==> src/rtl/alu_pkg.sv <==
// Shared ALU definitions: op encodings, add/sub FSM states and flag-vector layout.
package alu_pkg;

  localparam logic [1:0] OP_ADD = 2'b00;
  localparam logic [1:0] OP_SUB = 2'b01;
  localparam logic [1:0] OP_ADC = 2'b10;
  localparam logic [1:0] OP_SBB = 2'b11;

  typedef enum logic [1:0] {
    StIdle = 2'b00,
    StRun  = 2'b01,
    StDone = 2'b10
  } state_t;

  localparam int unsigned FLG_SIGN   = 0;
  localparam int unsigned FLG_ZERO   = 1;
  localparam int unsigned FLG_CARRY  = 2;
  localparam int unsigned FLG_PARITY = 3;
  localparam int unsigned FLG_OVF    = 4;
  localparam int unsigned NUM_FLAGS  = 5;

  typedef logic [NUM_FLAGS-1:0] flags_t;

  // SUB and SBB share op[0]; they add the complement of y.
  function automatic logic op_is_sub(input logic [1:0] op);
    return op[0];
  endfunction

endpackage

==> src/rtl/addsub_chunk.sv <==
// CHUNK-bit combinational ripple adder built from full-adder cells.
module addsub_chunk #(
  parameter int unsigned CHUNK = 4
) (
  input  logic [CHUNK-1:0] a,
  input  logic [CHUNK-1:0] b,
  input  logic             cin,
  output logic [CHUNK-1:0] sum,
  output logic             cout
);

  logic [CHUNK:0] c;

  always_comb begin
    c    = '0;
    sum  = '0;
    c[0] = cin;
    for (int i = 0; i < CHUNK; i++) begin
      sum[i]   = a[i] ^ b[i] ^ c[i];
      c[i + 1] = (a[i] & b[i]) | (c[i] & (a[i] ^ b[i]));
    end
  end

  assign cout = c[CHUNK];

endmodule

==> src/rtl/chunked_addsub.sv <==
// Multi-cycle add/subtract unit: one CHUNK slice per clock, LSB first, with
// persistent carry for ADC/SBB and valid/ready handshakes on both sides.
module chunked_addsub
  import alu_pkg::*;
#(
  parameter int unsigned WIDTH = 16,
  parameter int unsigned CHUNK = 4
) (
  input  logic             clk,
  input  logic             rst,
  input  logic             in_valid,
  output logic             in_ready,
  input  logic [WIDTH-1:0] x,
  input  logic [WIDTH-1:0] y,
  input  logic [1:0]       op,
  output logic             out_valid,
  input  logic             out_ready,
  output logic [WIDTH-1:0] z,
  output logic             sign,
  output logic             zero,
  output logic             carry,
  output logic             parity,
  output logic             overflow
);

  localparam int unsigned N    = WIDTH / CHUNK;
  localparam int unsigned IW   = (N > 1) ? $clog2(N) : 1;
  localparam logic [IW-1:0] LAST = IW'(N - 1);

  state_t           state_q, state_d;
  logic [IW-1:0]    idx_q, idx_d;
  logic [WIDTH-1:0] x_q, x_d;
  logic [WIDTH-1:0] y_q, y_d;
  logic [WIDTH-1:0] acc_q, acc_d;
  logic [WIDTH-1:0] z_q, z_d;
  logic             c_q, c_d;
  flags_t           flags_q, flags_d;

  logic [CHUNK-1:0] a_s, b_s, sum_s;
  logic             cout_s;
  int unsigned      base;

  always_comb begin
    base = 32'(idx_q) * CHUNK;
    a_s  = x_q[base +: CHUNK];
    b_s  = y_q[base +: CHUNK];
  end

  addsub_chunk #(
    .CHUNK(CHUNK)
  ) u_chunk (
    .a   (a_s),
    .b   (b_s),
    .cin (c_q),
    .sum (sum_s),
    .cout(cout_s)
  );

  always_comb begin
    state_d = state_q;
    idx_d   = idx_q;
    x_d     = x_q;
    y_d     = y_q;
    acc_d   = acc_q;
    z_d     = z_q;
    c_d     = c_q;
    flags_d = flags_q;
    unique case (state_q)
      StIdle: begin
        if (in_valid) begin
          x_d   = x;
          y_d   = op_is_sub(op) ? ~y : y;
          idx_d = '0;
          acc_d = '0;
          unique case (op)
            OP_ADD:  c_d = 1'b0;
            OP_SUB:  c_d = 1'b1;
            default: c_d = flags_q[FLG_CARRY];
          endcase
          state_d = StRun;
        end
      end
      StRun: begin
        acc_d[base +: CHUNK] = sum_s;
        c_d   = cout_s;
        idx_d = idx_q + 1'b1;
        if (idx_q == LAST) begin
          // Last slice: publish result and flags together; carry flag persists.
          idx_d               = '0;
          z_d                 = acc_d;
          flags_d[FLG_SIGN]   = acc_d[WIDTH-1];
          flags_d[FLG_ZERO]   = (acc_d == '0);
          flags_d[FLG_CARRY]  = cout_s;
          flags_d[FLG_PARITY] = ~^acc_d;
          flags_d[FLG_OVF]    = (x_q[WIDTH-1] == y_q[WIDTH-1]) &&
                                (acc_d[WIDTH-1] != x_q[WIDTH-1]);
          state_d             = StDone;
        end
      end
      StDone: begin
        if (out_ready) state_d = StIdle;
      end
      default: state_d = StIdle;
    endcase
  end

  always_ff @(posedge clk or posedge rst) begin
    if (rst) begin
      state_q <= StIdle;
      idx_q   <= '0;
      x_q     <= '0;
      y_q     <= '0;
      acc_q   <= '0;
      z_q     <= '0;
      c_q     <= 1'b0;
      flags_q <= '0;
    end else begin
      state_q <= state_d;
      idx_q   <= idx_d;
      x_q     <= x_d;
      y_q     <= y_d;
      acc_q   <= acc_d;
      z_q     <= z_d;
      c_q     <= c_d;
      flags_q <= flags_d;
    end
  end

  assign in_ready  = (state_q == StIdle);
  assign out_valid = (state_q == StDone);
  assign z         = z_q;
  assign sign      = flags_q[FLG_SIGN];
  assign zero      = flags_q[FLG_ZERO];
  assign carry     = flags_q[FLG_CARRY];
  assign parity    = flags_q[FLG_PARITY];
  assign overflow  = flags_q[FLG_OVF];

endmodule

==> config.mk <==
export PLATFORM = sky130hd
export DESIGN_NAME = chunked_addsub
export DESIGN_NICKNAME = d
export VERILOG_FILES = /design/src/rtl/alu_pkg.sv /design/src/rtl/addsub_chunk.sv /design/src/rtl/chunked_addsub.sv
export SDC_FILE = /design/constraint.sdc
export NUM_CORES = 1
export LEC_CHECK = 0
export BUFFER_PORTS_ARGS = -buffer_cell sky130_fd_sc_hd__buf_2
export CORE_ASPECT_RATIO = 1.4
export CORE_MARGIN = 5
export CORE_UTILIZATION = 56
export CTS_CLUSTER_SIZE = 12
export DETAILED_ROUTE_END_ITERATION = 10
export GPL_TIMING_DRIVEN = 0
export PLACE_DENSITY = 0.88
export SYNTH_ARGS = -nofsm -noshare
export SYNTH_HDL_FRONTEND = slang
export SYNTH_SLANG_ARGS = --single-unit
==> constraint.sdc <==
create_clock -name clk -period 4.9 [get_ports clk]
set_clock_uncertainty 0.1 [all_clocks]
set_input_delay 0.49 -clock clk [delete_from_list [all_inputs] [get_ports clk]]
set_output_delay 0.49 -clock clk [all_outputs]
set_load 0.02 [all_outputs]
==> metrics.txt, run 1 <==
setup tns final=0 ns; Non-Filler Instances=520; synthesized cell area=0.003654 mm^2; largest net degree at the start of global routing=74; Fill cells=486; hpwl dp=6.132 mm; Antenna diodes=0; CP max stage cell=mux4_2; die width=78.27 um; Worst EP required=5.03 ns; DRC errors left=0; status=finished clean; Global Route Usage Sum=22.87%; synth warn=0; Clock Latency Late Sink=0.36 ns; max-cap viol count=0; worst reg2reg startpoint=idx_q[0]$_DFFE_PP0P_; WS Path Type=flop to flop; area of the multi-input gates=0.001668 mm^2; final wirelength=8.461 mm; Worst setup EP type=flop; CTS Hold Buffers Added=0; PwrDens=768.4 mW/mm^2; syn avg cell area=9.795 um^2; proportion of layout cells with a drive suffix above 1=20.31%; CP cell instances=buf_4 > buf_2 > mux4_2 > inv_1 > fa_1 > inv_1 > fa_1 > inv_1 > fa_1 > inv_1 > fa_1 > nand2_1 > a2bb2oi_1 > ha_1 > xor2_1 > xnor2_1 > xnor2_1 > o21ai_0; root buffer cell=clkbuf_8; DR vias=2,968; CP arrival=4.86 ns; initial antenna violation count=0; vias per cell=5.708; I/O Buffers=59; period utilization=96.70%; unrepaired setup endpoints after global routing=no; clk buf depth=2; Synth cell types=36; Syn Inst Count=373; asr flop ratio synth=100.0%; leading cell type in the layout, fill and taps excluded=nand2_1; crit-path max FO=10; path category of the worst min-delay check=primary input to async pin; first-pass GRT wire length=14.75 mm; row cnt=34; Detail Route Antenna Nets=0; Post-CTS Setup Bufs=0; CP max stage delay=0.53 ns; Post-synth EDFFs=0; sequential area share after synthesis=50.00%; core area=0.006296 mm^2; die height=105.6 um; First DRT Iteration DRCs=224; max-slew violation count=0; maximum clock rate=0.2110 GHz; Congestion Overflow GR=0; post-synth top area share=50.00%; routability cong.=0.9150; CP startpoint kind=flop; area delta synth->final=16.64%; clock sink total=73; normalized max-slew margin=42.01%; total CTS buffers=9; final hold viol count=0; # H-tree levels=3; Synth Flop Type=dfrtp_1; Final setup viols=0; R2R depth=18; Peak VDD IR=0.0004008 V; Leakage=0.002053 uW; flip-flop and latch area=0.001827 mm^2; die area=0.008262 mm^2; r2r setup slk=0.16 ns; pin slew with the least headroom to its limit=0.8699 ns; number of global-route vias before repair=3,212; reg2reg end=flags_q[3]$_DFFE_PP0P_; Yosys reg bits=73; dpl cells=504; ranking of synthesized cells by area=dfrtp_1 50%, nand2_1 9.1%, o21ai_0 7.0%; Layout Nets=499; CTS tree=yes; clk slew on worst S/H paths=0.08 ns; Initial Util=58.03%; DRT Pass-1 Iters=4; Tmin final=4.738 ns; Post-Syn Nets=429; Resized cells post-CTS=0; leading cell types in the layout, fill and taps excluded=89 x nand2_1, 73 x dfrtp_1, 63 x buf_2, 51 x o21ai_0, 22 x xnor2_1; IO Count=61; dominant cell type by area after synthesis=dfrtp_1; DR WL/cell=16.27 um
-- how the worst max path moves through the flow --
stage                     slack, ns            startpoint                endpoint  cells after the start
final                          0.16  idx_q[0]$_DFFE_PP0P_  flags_q[3]$_DFFE_PP0P_                     18
after global routing           0.04  idx_q[0]$_DFFE_PP0P_  flags_q[3]$_DFFE_PP0P_                     18
after CTS                      0.22  idx_q[0]$_DFFE_PP0P_  flags_q[3]$_DFFE_PP0P_                     18
after detailed placement       0.25  idx_q[0]$_DFFE_PP0P_  flags_q[3]$_DFFE_PP0P_                     18
after global placement         0.31  idx_q[1]$_DFFE_PP0P_  flags_q[3]$_DFFE_PP0P_                     17
after floorplan                0.89  idx_q[0]$_DFFE_PP0P_  flags_q[3]$_DFFE_PP0P_                     18
-- where the power goes --
part | internal (uW) | switching (uW)
sequential | 863 | 151
combinational | 703 | 1030
clock | 288 | 237
-- cell type report --
type | instances | share of cell area, %
buffer | 23 | 2.319
clock buffer | 10 | 2.995
clock inverter | 6 | 2.173
inverter | 16 | 1.468
multi-input combinational | 261 | 39.14
sequential | 73 | 42.87
tap | 72 | 2.114
timing repair buffer | 59 | 6.929
-- synth_stat cells (all sizes together) (2+ instances only) --
| cell type | count |
|---|---|
| fa | 4 |
| mux4 | 8 |
| nor3 | 9 |
| dfrtp | 73 |
| buf | 9 |
| clkbuf | 14 |
| or3b | 3 |
| a21oi | 15 |
| nand2b | 2 |
| inv | 16 |
| nor2 | 6 |
| nand2 | 89 |
| o31ai | 3 |
| o21ai | 51 |
| nand3 | 17 |
| mux2i | 2 |
| mux2 | 2 |
| ha | 14 |
| xnor2 | 22 |
| nand4 | 2 |
-- flip-flops by register name (all words and copies together), names as in the netlist --
name,cells
z,15
flags_q,5
y_q,16
acc_q,16
c_q,1
x_q,16
idx_q,2
state_q,2
-- worst max-delay path: cells and delay by family (launching register included) --
family	cells	cell delay [ns]
XOR/XNOR	3	0.56
multiplexers	1	0.53
AO/OA/AOI/OAI	2	0.54
buffers and inverters	6	0.79
AND/OR/NAND/NOR	1	0.10
adder cells (fa/ha/maj)	5	1.58
flip-flops	1	0.40
-- metal layers --
layer,wire [um],share of wire [%],up-vias,global-route usage [%]
met5,0,0,-,0
met1,3141,37,1424,25.79
li1,-,-,1397,-
met2,4425,52,113,38.66
met4,351,4.1,0,14.00
met3,543,6.4,34,5.717
-- metrics by stage --
stage | utilization [%] | total power [uW] | area, um^2 | hold WS (ns) | setup slack [ns]
after global placement | 64.15 | 2667 | 4039 | 0.3505 | 0.3149
final | 67.69 | 3275 | 4262 | 0.2098 | 0.1615
after global routing | 67.69 | 3529 | 4262 | 0.2125 | 0.04357
after detailed placement | 64.19 | 2740 | 4041 | 0.3585 | 0.2529
after floorplan | - | 2252 | 3654 | 0.3373 | 0.8866
after CTS | 67.69 | 3273 | 4262 | 0.2065 | 0.2237
-- cells by family after synthesis --
kind of cell | synth area share, %
and+or+nand+nor | 16.51
muxes | 6.301
buffers and inverters | 4.349
DFF | 50.00
xor gates and xnor gates | 5.514
AOI/OAI and AO/OA | 10.34
adders and majority gates | 6.986
Note: power is estimated with default switching activity, not from simulation.
==> inputs of run 2 (changes only) <==
- ABC_AREA: unset -> 1
- CORE_UTILIZATION: 56 -> 57
- PLACE_DENSITY: 0.88 -> 0.89
==> run 2 against run 1 <==
  * Critical path depth rose by 6
  * Clock power shrank 5.0%
  * Setup slack better by 0.23 ns
  * Sequential power about the same
  * Total power grew 14%
  * Die area rose by 5.9%
  * Critical path type unchanged
==> metrics.txt, run 2 <==
status=finished clean; crit-path max FO=12 (+2); GR peak layer=met2; largest net degree at the start of global routing=74 (unchanged); worst reg2reg startpoint=idx_q[1]$_DFFE_PP0P_; post-synth top area share=46.04% (-4.0 points); Area after DPL=0.004384 mm^2 (+8.5%); number of global-route vias before repair=3,411 (+6.2%); area delta synth->final=15.74%; PwrDens=813.5 mW/mm^2 (+5.9%); setup tns final=0 ns (unchanged); delay-heaviest family, CP=adder cells; Layout Nets=605 (+21%); Global Route Usage Sum=22.34% (-0.53 points); GR Util met1=25.72% (-0.069 points); final hold viol count=0 (unchanged); met2 GRT Util=39.16% (+0.49 points); clk slew on worst S/H paths=0.08 ns (about the same); synth warn=0 (unchanged); ranking of synthesized cells by area=dfrtp_1 46%, nand2_1 16%, inv_1 5.4%; grt met3 use=3.058% (-2.7 points); Detail Route Antenna Nets=0 (unchanged); cell with the most instances after synthesis=nand2_1; maximum clock rate=0.2217 GHz (+5.0%); I/O Buffers=59 (unchanged); Initial Util=57.57% (-0.46 points); CTS tree=yes; Synth cell types=30 (-17%); Resized cells post-CTS=0 (unchanged); pin slew with the least headroom to its limit=0.8778 ns (+0.007926 ns); dpl cells=633 (+26%); CP cell instances=inv_1 > clkbuf_1 > a21oi_1 > fa_1 > inv_1 > fa_1 > inv_1 > fa_1 > inv_1 > fa_1 > nand2_1 > nor2_1 > nand2_1 > nand2_1 > inv_1 > ha_1 > inv_1 > nand2_1 > nand2_1 > nand2_1 > nand2_1 > nand2_1 > nand3_1 > nand2_1; Layout Utilization=66.63% (-1.1 points); Antenna diodes=0 (unchanged); core area=0.006892 mm^2 (+9.5%); First DRT Iteration DRCs=219 (-2.2%); DR WL/cell=14.12 um (-13%); unrepaired setup endpoints after global routing=no; path category of the worst min-delay check=primary input to async pin; Tmin final=4.512 ns (-0.2269 ns); Congestion Overflow GR=0 (unchanged); crit path buf inv count=7 (+1); fin area=0.004592 mm^2 (+7.8%); routability cong.=1.006 (+9.9%); dominant cell type by area after synthesis=dfrtp_1; synthesized cell area=0.003968 mm^2 (+8.6%); max-cap viol count=0 (unchanged); first-pass GRT wire length=15.08 mm (+2.2%); syn avg cell area=8.283 um^2 (-15%); Post-synth EDFFs=0 (unchanged); Regs by FF count=acc_q (16), x_q (16), y_q (16); hpwl dp=6.887 mm (+12%); CP max stage delay=0.51 ns (-0.02 ns); leading cell types in the layout, fill and taps excluded=167 x nand2_1, 73 x dfrtp_1, 62 x buf_2, 56 x inv_1, 39 x o21ai_0; IO Count=61 (unchanged); Clock Latency Late Sink=0.36 ns (about the same); final wirelength=9.163 mm (+8.3%); r2r setup slk=0.39 ns (+0.23 ns); proportion of layout cells with a drive suffix above 1=19.86% (-0.46 points); reg2reg end=flags_q[3]$_DFFE_PP0P_; CP max stage cell=dfrtp_1; WS Path Type=flop to flop; period utilization=92.07% (-4.6 points); asr flop ratio synth=100.0% (unchanged); Synth top cells by count=167 x nand2_1, 73 x dfrtp_1, 57 x inv_1; normalized max-slew margin=41.48% (-0.53 points); row cnt=36 (+5.9%); Non-Filler Instances=649 (+25%); CP arrival=4.66 ns (-0.20 ns); DRT Pass-1 Iters=5 (+1); CP startpoint kind=flop; total CTS buffers=9 (unchanged); clock sink total=73 (unchanged); die height=108.7 um (+3.0%); die width=80.51 um (+2.9%); Leakage=0.002372 uW (+16%); CTS Hold Buffers Added=0 (unchanged); die area=0.008753 mm^2 (+5.9%); Worst EP required=5.05 ns (+0.02 ns); DR vias=3,513 (+18%); leading cell type in the layout, fill and taps excluded=nand2_1; Syn Inst Count=479 (+28%); vias per cell=5.413 (-5.2%); Final setup viols=0 (unchanged); Worst setup EP type=flop; clk buf depth=2 (unchanged); root buffer cell=clkbuf_8; CP dominant cell by count=nand2_1; Synth Flop Type=dfrtp_1; initial antenna violation count=0 (unchanged); max-slew violation count=0 (unchanged); Yosys reg bits=73 (unchanged); # H-tree levels=3 (unchanged); DRC errors left=0 (unchanged); sequential area share after synthesis=46.04% (-4.0 points); Post-Syn Nets=535 (+25%); Fill cells=540 (+11%); Peak VDD IR=0.0004374 V (+9.1%); Post-CTS Setup Bufs=0 (unchanged); R2R depth=24 (+6)
-- run 2: changes by cell type after synthesis, moves of 12 or more --
| cell | change |
|---|---|
| inv_1 | +41 |
| o21ai_0 | -12 |
| nand3_1 | -15 |
| o22ai_1 | +22 |
| nor2_1 | +18 |
| nand2_1 | +78 |
-- run 2: layer usage --
| metal | up-vias | routed length, um | part of all wire (%) |
|---|---|---|---|
| met4 | 0 | 354 | 3.9 |
| met1 | 1686 | 3479 | 38 |
| met2 | 138 | 4886 | 53 |
| met3 | 29 | 444 | 4.8 |
| met5 | - | 0 | 0 |
| li1 | 1660 | - | - |
-- run 2: per-stage QoR --
| step | setup slack, ns | hold slack [ns] | power (uW) |
|---|---|---|---|
| finish | 0.3884 | 0.2102 | 3735 |
| global placement | 0.6417 | 0.3563 | 3062 |
| detailed placement | 0.5126 | 0.3598 | 3190 |
| floorplan | 1.116 | 0.3436 | 2597 |
| CTS | 0.4835 | 0.2161 | 3683 |
| global route | 0.1449 | 0.2199 | 4025 |
-- run 2: power breakdown --
group          internal, uW  switching [uW]  leakage (uW)  total [uW]
logic                   772            1430       0.00131        2210
clock network           277             222      0.000107         499
registers               869             160      0.000951        1030
total                  1920            1820       0.00237        3740
-- run 2: worst register-to-register path, cell delays in order (launching register included) --
cell      delay, ns
dfrtp_1        0.51
inv_1          0.15
clkbuf_1       0.44
a21oi_1        0.23
fa_1           0.43
inv_1          0.08
fa_1           0.16
inv_1          0.05
fa_1           0.36
inv_1          0.08
fa_1           0.45
nand2_1        0.14
nor2_1         0.08
nand2_1        0.09
nand2_1        0.07
inv_1          0.14
ha_1           0.28
inv_1          0.09
nand2_1        0.06
nand2_1        0.09
nand2_1        0.08
nand2_1        0.11
nand2_1        0.06
nand3_1        0.06
nand2_1        0.05
-- run 2: worst max path at each step --
| stage | from | endpoint | slack (ns) | cells past startpoint |
|---|---|---|---|---|
| 6_report | idx_q[1]$_DFFE_PP0P_ | flags_q[3]$_DFFE_PP0P_ | 0.39 | 24 |
| 5_1_grt | idx_q[0]$_DFFE_PP0P_ | flags_q[3]$_DFFE_PP0P_ | 0.14 | 27 |
| 4_1_cts | idx_q[1]$_DFFE_PP0P_ | flags_q[3]$_DFFE_PP0P_ | 0.48 | 22 |
| 3_5_place_dp | idx_q[1]$_DFFE_PP0P_ | flags_q[3]$_DFFE_PP0P_ | 0.51 | 24 |
| 3_3_place_gp | idx_q[1]$_DFFE_PP0P_ | flags_q[3]$_DFFE_PP0P_ | 0.64 | 24 |
| 2_1_floorplan | idx_q[0]$_DFFE_PP0P_ | flags_q[3]$_DFFE_PP0P_ | 1.12 | 25 |
-- run 2: cells by family after synthesis --
family,after synthesis,share of synthesized area [%]
simple gates,204,20.81
compound gates,88,13.65
buf+inv,80,9.524
flops,73,46.04
fa+ha+maj,18,6.433
xor+xnor,16,3.532
-- run 2: final cells by class --
cell class / count / area, um^2 / area share [%]
clock buffers: 14 / 172.7 / 3.760
plain buffers: 19 / 146.4 / 3.188
clock inverters: 2 / 35.03 / 0.7629
repair buffers: 59 / 295.3 / 6.431
well taps: 95 / 118.9 / 2.589
multi-input cells: 326 / 1763 / 38.39
inverters: 61 / 234.0 / 5.095
flip-flops and latches: 73 / 1827 / 39.78
==> inputs of run 3 (changes only) <==
- CORE_UTILIZATION: 57 -> 25
- PLACE_DENSITY: 0.89 -> 0.51
- SKIP_CTS_REPAIR_TIMING: unset -> 1
==> run 3 against run 2 <==
  * Register-to-register slack worse by 0.03 ns
  * Fmax fell by 0.57%
  * Sequential share of layout area shrank 2.4 points
  * Global-route usage shrank 11 points
  * First-iteration DRC count down 21%
  * Die area is 110% higher
  * Sequential cell count stayed put
  * Largest cell class unchanged
  * Largest power group unchanged
==> metrics.txt, run 3 (synthesis gave the netlist of run 2 again) <==
First DRT Iteration DRCs=174 (-21%); Non-Filler Instances=752 (+16%); PwrDens=812.6 mW/mm^2 (-0.10%); core area=0.01561 mm^2 (+130%); area delta synth->final=23.30%; Worst EP required=5.03 ns (-0.02 ns); path category of the worst min-delay check=primary input to flop; DR WL/cell=13.99 um (-0.89%); WS Path Type=flop to flop; first-pass GRT wire length=17.06 mm (+13%); die area=0.01853 mm^2 (+110%); Fin Hold WS=0.2411 ns (+0.03096 ns); final wirelength=10.52 mm (+15%); Area after DPL=0.004538 mm^2 (+3.5%); fin area=0.004892 mm^2 (+6.5%); clk buf depth=2 (unchanged); CTS tree=yes; Tmin final=4.538 ns (+0.02607 ns); flip-flop and latch area=0.001827 mm^2 (unchanged); die height=159.1 um (+46%); largest net degree at the start of global routing=64 (-14%); leading cell types in the layout, fill and taps excluded=167 x nand2_1, 73 x dfrtp_1, 62 x buf_2, 56 x inv_1, 39 x o21ai_0; total CTS buffers=9 (unchanged); Final setup viols=0 (unchanged); normalized max-slew margin=61.64% (+20 points); Peak VDD IR=0.0002429 V (-44%); Global Route Usage Sum=11.66% (-11 points); Detail Route Antenna Nets=0 (unchanged); Leakage=0.002455 uW (+3.5%); max-cap viol count=0 (unchanged); Clock Latency Late Sink=0.34 ns (-0.02 ns); hpwl dp=8.084 mm (+17%); Initial Util=25.42% (-32 points); proportion of layout cells with a drive suffix above 1=20.32% (+0.47 points); clk slew on worst S/H paths=0.06 ns (-0.02 ns); dpl cells=735 (+16%); root buffer cell=clkbuf_16; Layout Nets=607 (+0.33%); # H-tree levels=3 (unchanged); I/O Buffers=59 (unchanged); maximum clock rate=0.2204 GHz (-0.57%); final hold viol count=0 (unchanged); row cnt=54 (+50%); vias per cell=4.411 (-19%); Antenna diodes=0 (unchanged); DRT Pass-1 Iters=4 (-1); max-slew violation count=0 (unchanged); unrepaired setup endpoints after global routing=no; status=finished clean; die width=116.5 um (+45%); Worst setup EP type=flop; DR vias=3,317 (-5.6%); clock sink total=73 (unchanged); area of the multi-input gates=0.001763 mm^2 (unchanged); leading cell type in the layout, fill and taps excluded=nand2_1; period utilization=92.61% (+0.53 points); Congestion Overflow GR=0 (unchanged); CP startpoint kind=flop; pin slew with the least headroom to its limit=0.5754 ns (-0.3025 ns); Regs by FF count=acc_q (16), x_q (16), y_q (16); setup tns final=0 ns (unchanged); CP arrival=4.67 ns (about the same); DRC errors left=0 (unchanged); routability cong.=0.8745 (-13%); number of global-route vias before repair=3,443 (+0.94%); crit-path max FO=12 (unchanged); initial antenna violation count=0 (unchanged); Fill cells=1,658 (+210%); IO Count=61 (unchanged)
## run 3: changes by cell type in the layout (fill, tap and decap cells not counted), sizes merged
cell | previous run | this run
clkbuf | 18 | 14
clkinv | 1 | 3
dlygate4sd3 | 0 | 1
bufinv | 1 | 3
buf | 74 | 75
## run 3: metal layers
| layer | global-route usage, % | routed length (um) | vias to the layer above |
|---|---|---|---|
| met1 | 13.24 | 4240 | 1567 |
| met5 | 0 | 0 | - |
| met2 | 20.96 | 5660 | 68 |
| met3 | 2.357 | 425 | 14 |
| met4 | 4.433 | 196 | 0 |
| li1 | - | - | 1668 |
## run 3: final timing paths
path | cells after the start | slack (ns) | end | from
max | 24 | 0.36 | flags_q[3]$_DFFE_PP0P_ | idx_q[1]$_DFFE_PP0P_
min | 3 | 0.24 | x_q[9]$_DFFE_PP0P_ | x[9]
max reg2reg | 24 | 0.36 | flags_q[3]$_DFFE_PP0P_ | idx_q[1]$_DFFE_PP0P_
min reg2reg | 2 | 0.37 | flags_q[4]$_DFFE_PP0P_ | flags_q[4]$_DFFE_PP0P_
max in group asynchronous | 4 | 3.63 | idx_q[0]$_DFFE_PP0P_ | rst
min in group asynchronous | 3 | 0.51 | x_q[6]$_DFFE_PP0P_ | rst
## run 3: final cells by class
class	count	area share, %
Clock buffer	10	4.885
Clock inverter	6	2.148
Timing Repair Buffer	61	6.803
Inverter	61	4.783
Tap cell	196	5.013
Buffer	19	2.992
Sequential cell	73	37.34
Multi-Input combinational cell	326	36.04
## run 3: report_power, final
group / internal [uW] / switching [uW] / total (uW)
Sequential: 871 / 161 / 1030
Clock: 508 / 258 / 766
Combinational: 771 / 1410 / 2180
## run 3: critical path, cell delays in order (launching register included)
cell and delay [ns]:
dfrtp_1 0.50, inv_1 0.15, clkbuf_1 0.46, a21oi_1 0.26, fa_1 0.44, inv_1 0.08
fa_1 0.16, inv_1 0.05, fa_1 0.35, inv_1 0.07, fa_1 0.43, nand2_1 0.14
nor2_1 0.09, nand2_1 0.09, nand2_1 0.08, inv_1 0.15, ha_1 0.28, inv_1 0.08
nand2_1 0.05, nand2_1 0.07, nand2_1 0.07, nand2_1 0.08, nand2_1 0.05, nand3_1 0.07
nand2_1 0.05
## run 3: metrics by stage
stage	util [%]	total power [uW]	setup slack, ns
5_1_grt	31.35	4341	0.05640
3_5_place_dp	29.08	3242	0.3741
6_report	31.35	3976	0.3623
3_3_place_gp	28.88	3167	0.4634
2_1_floorplan	-	2597	1.116
4_1_cts	31.28	4020	0.3307
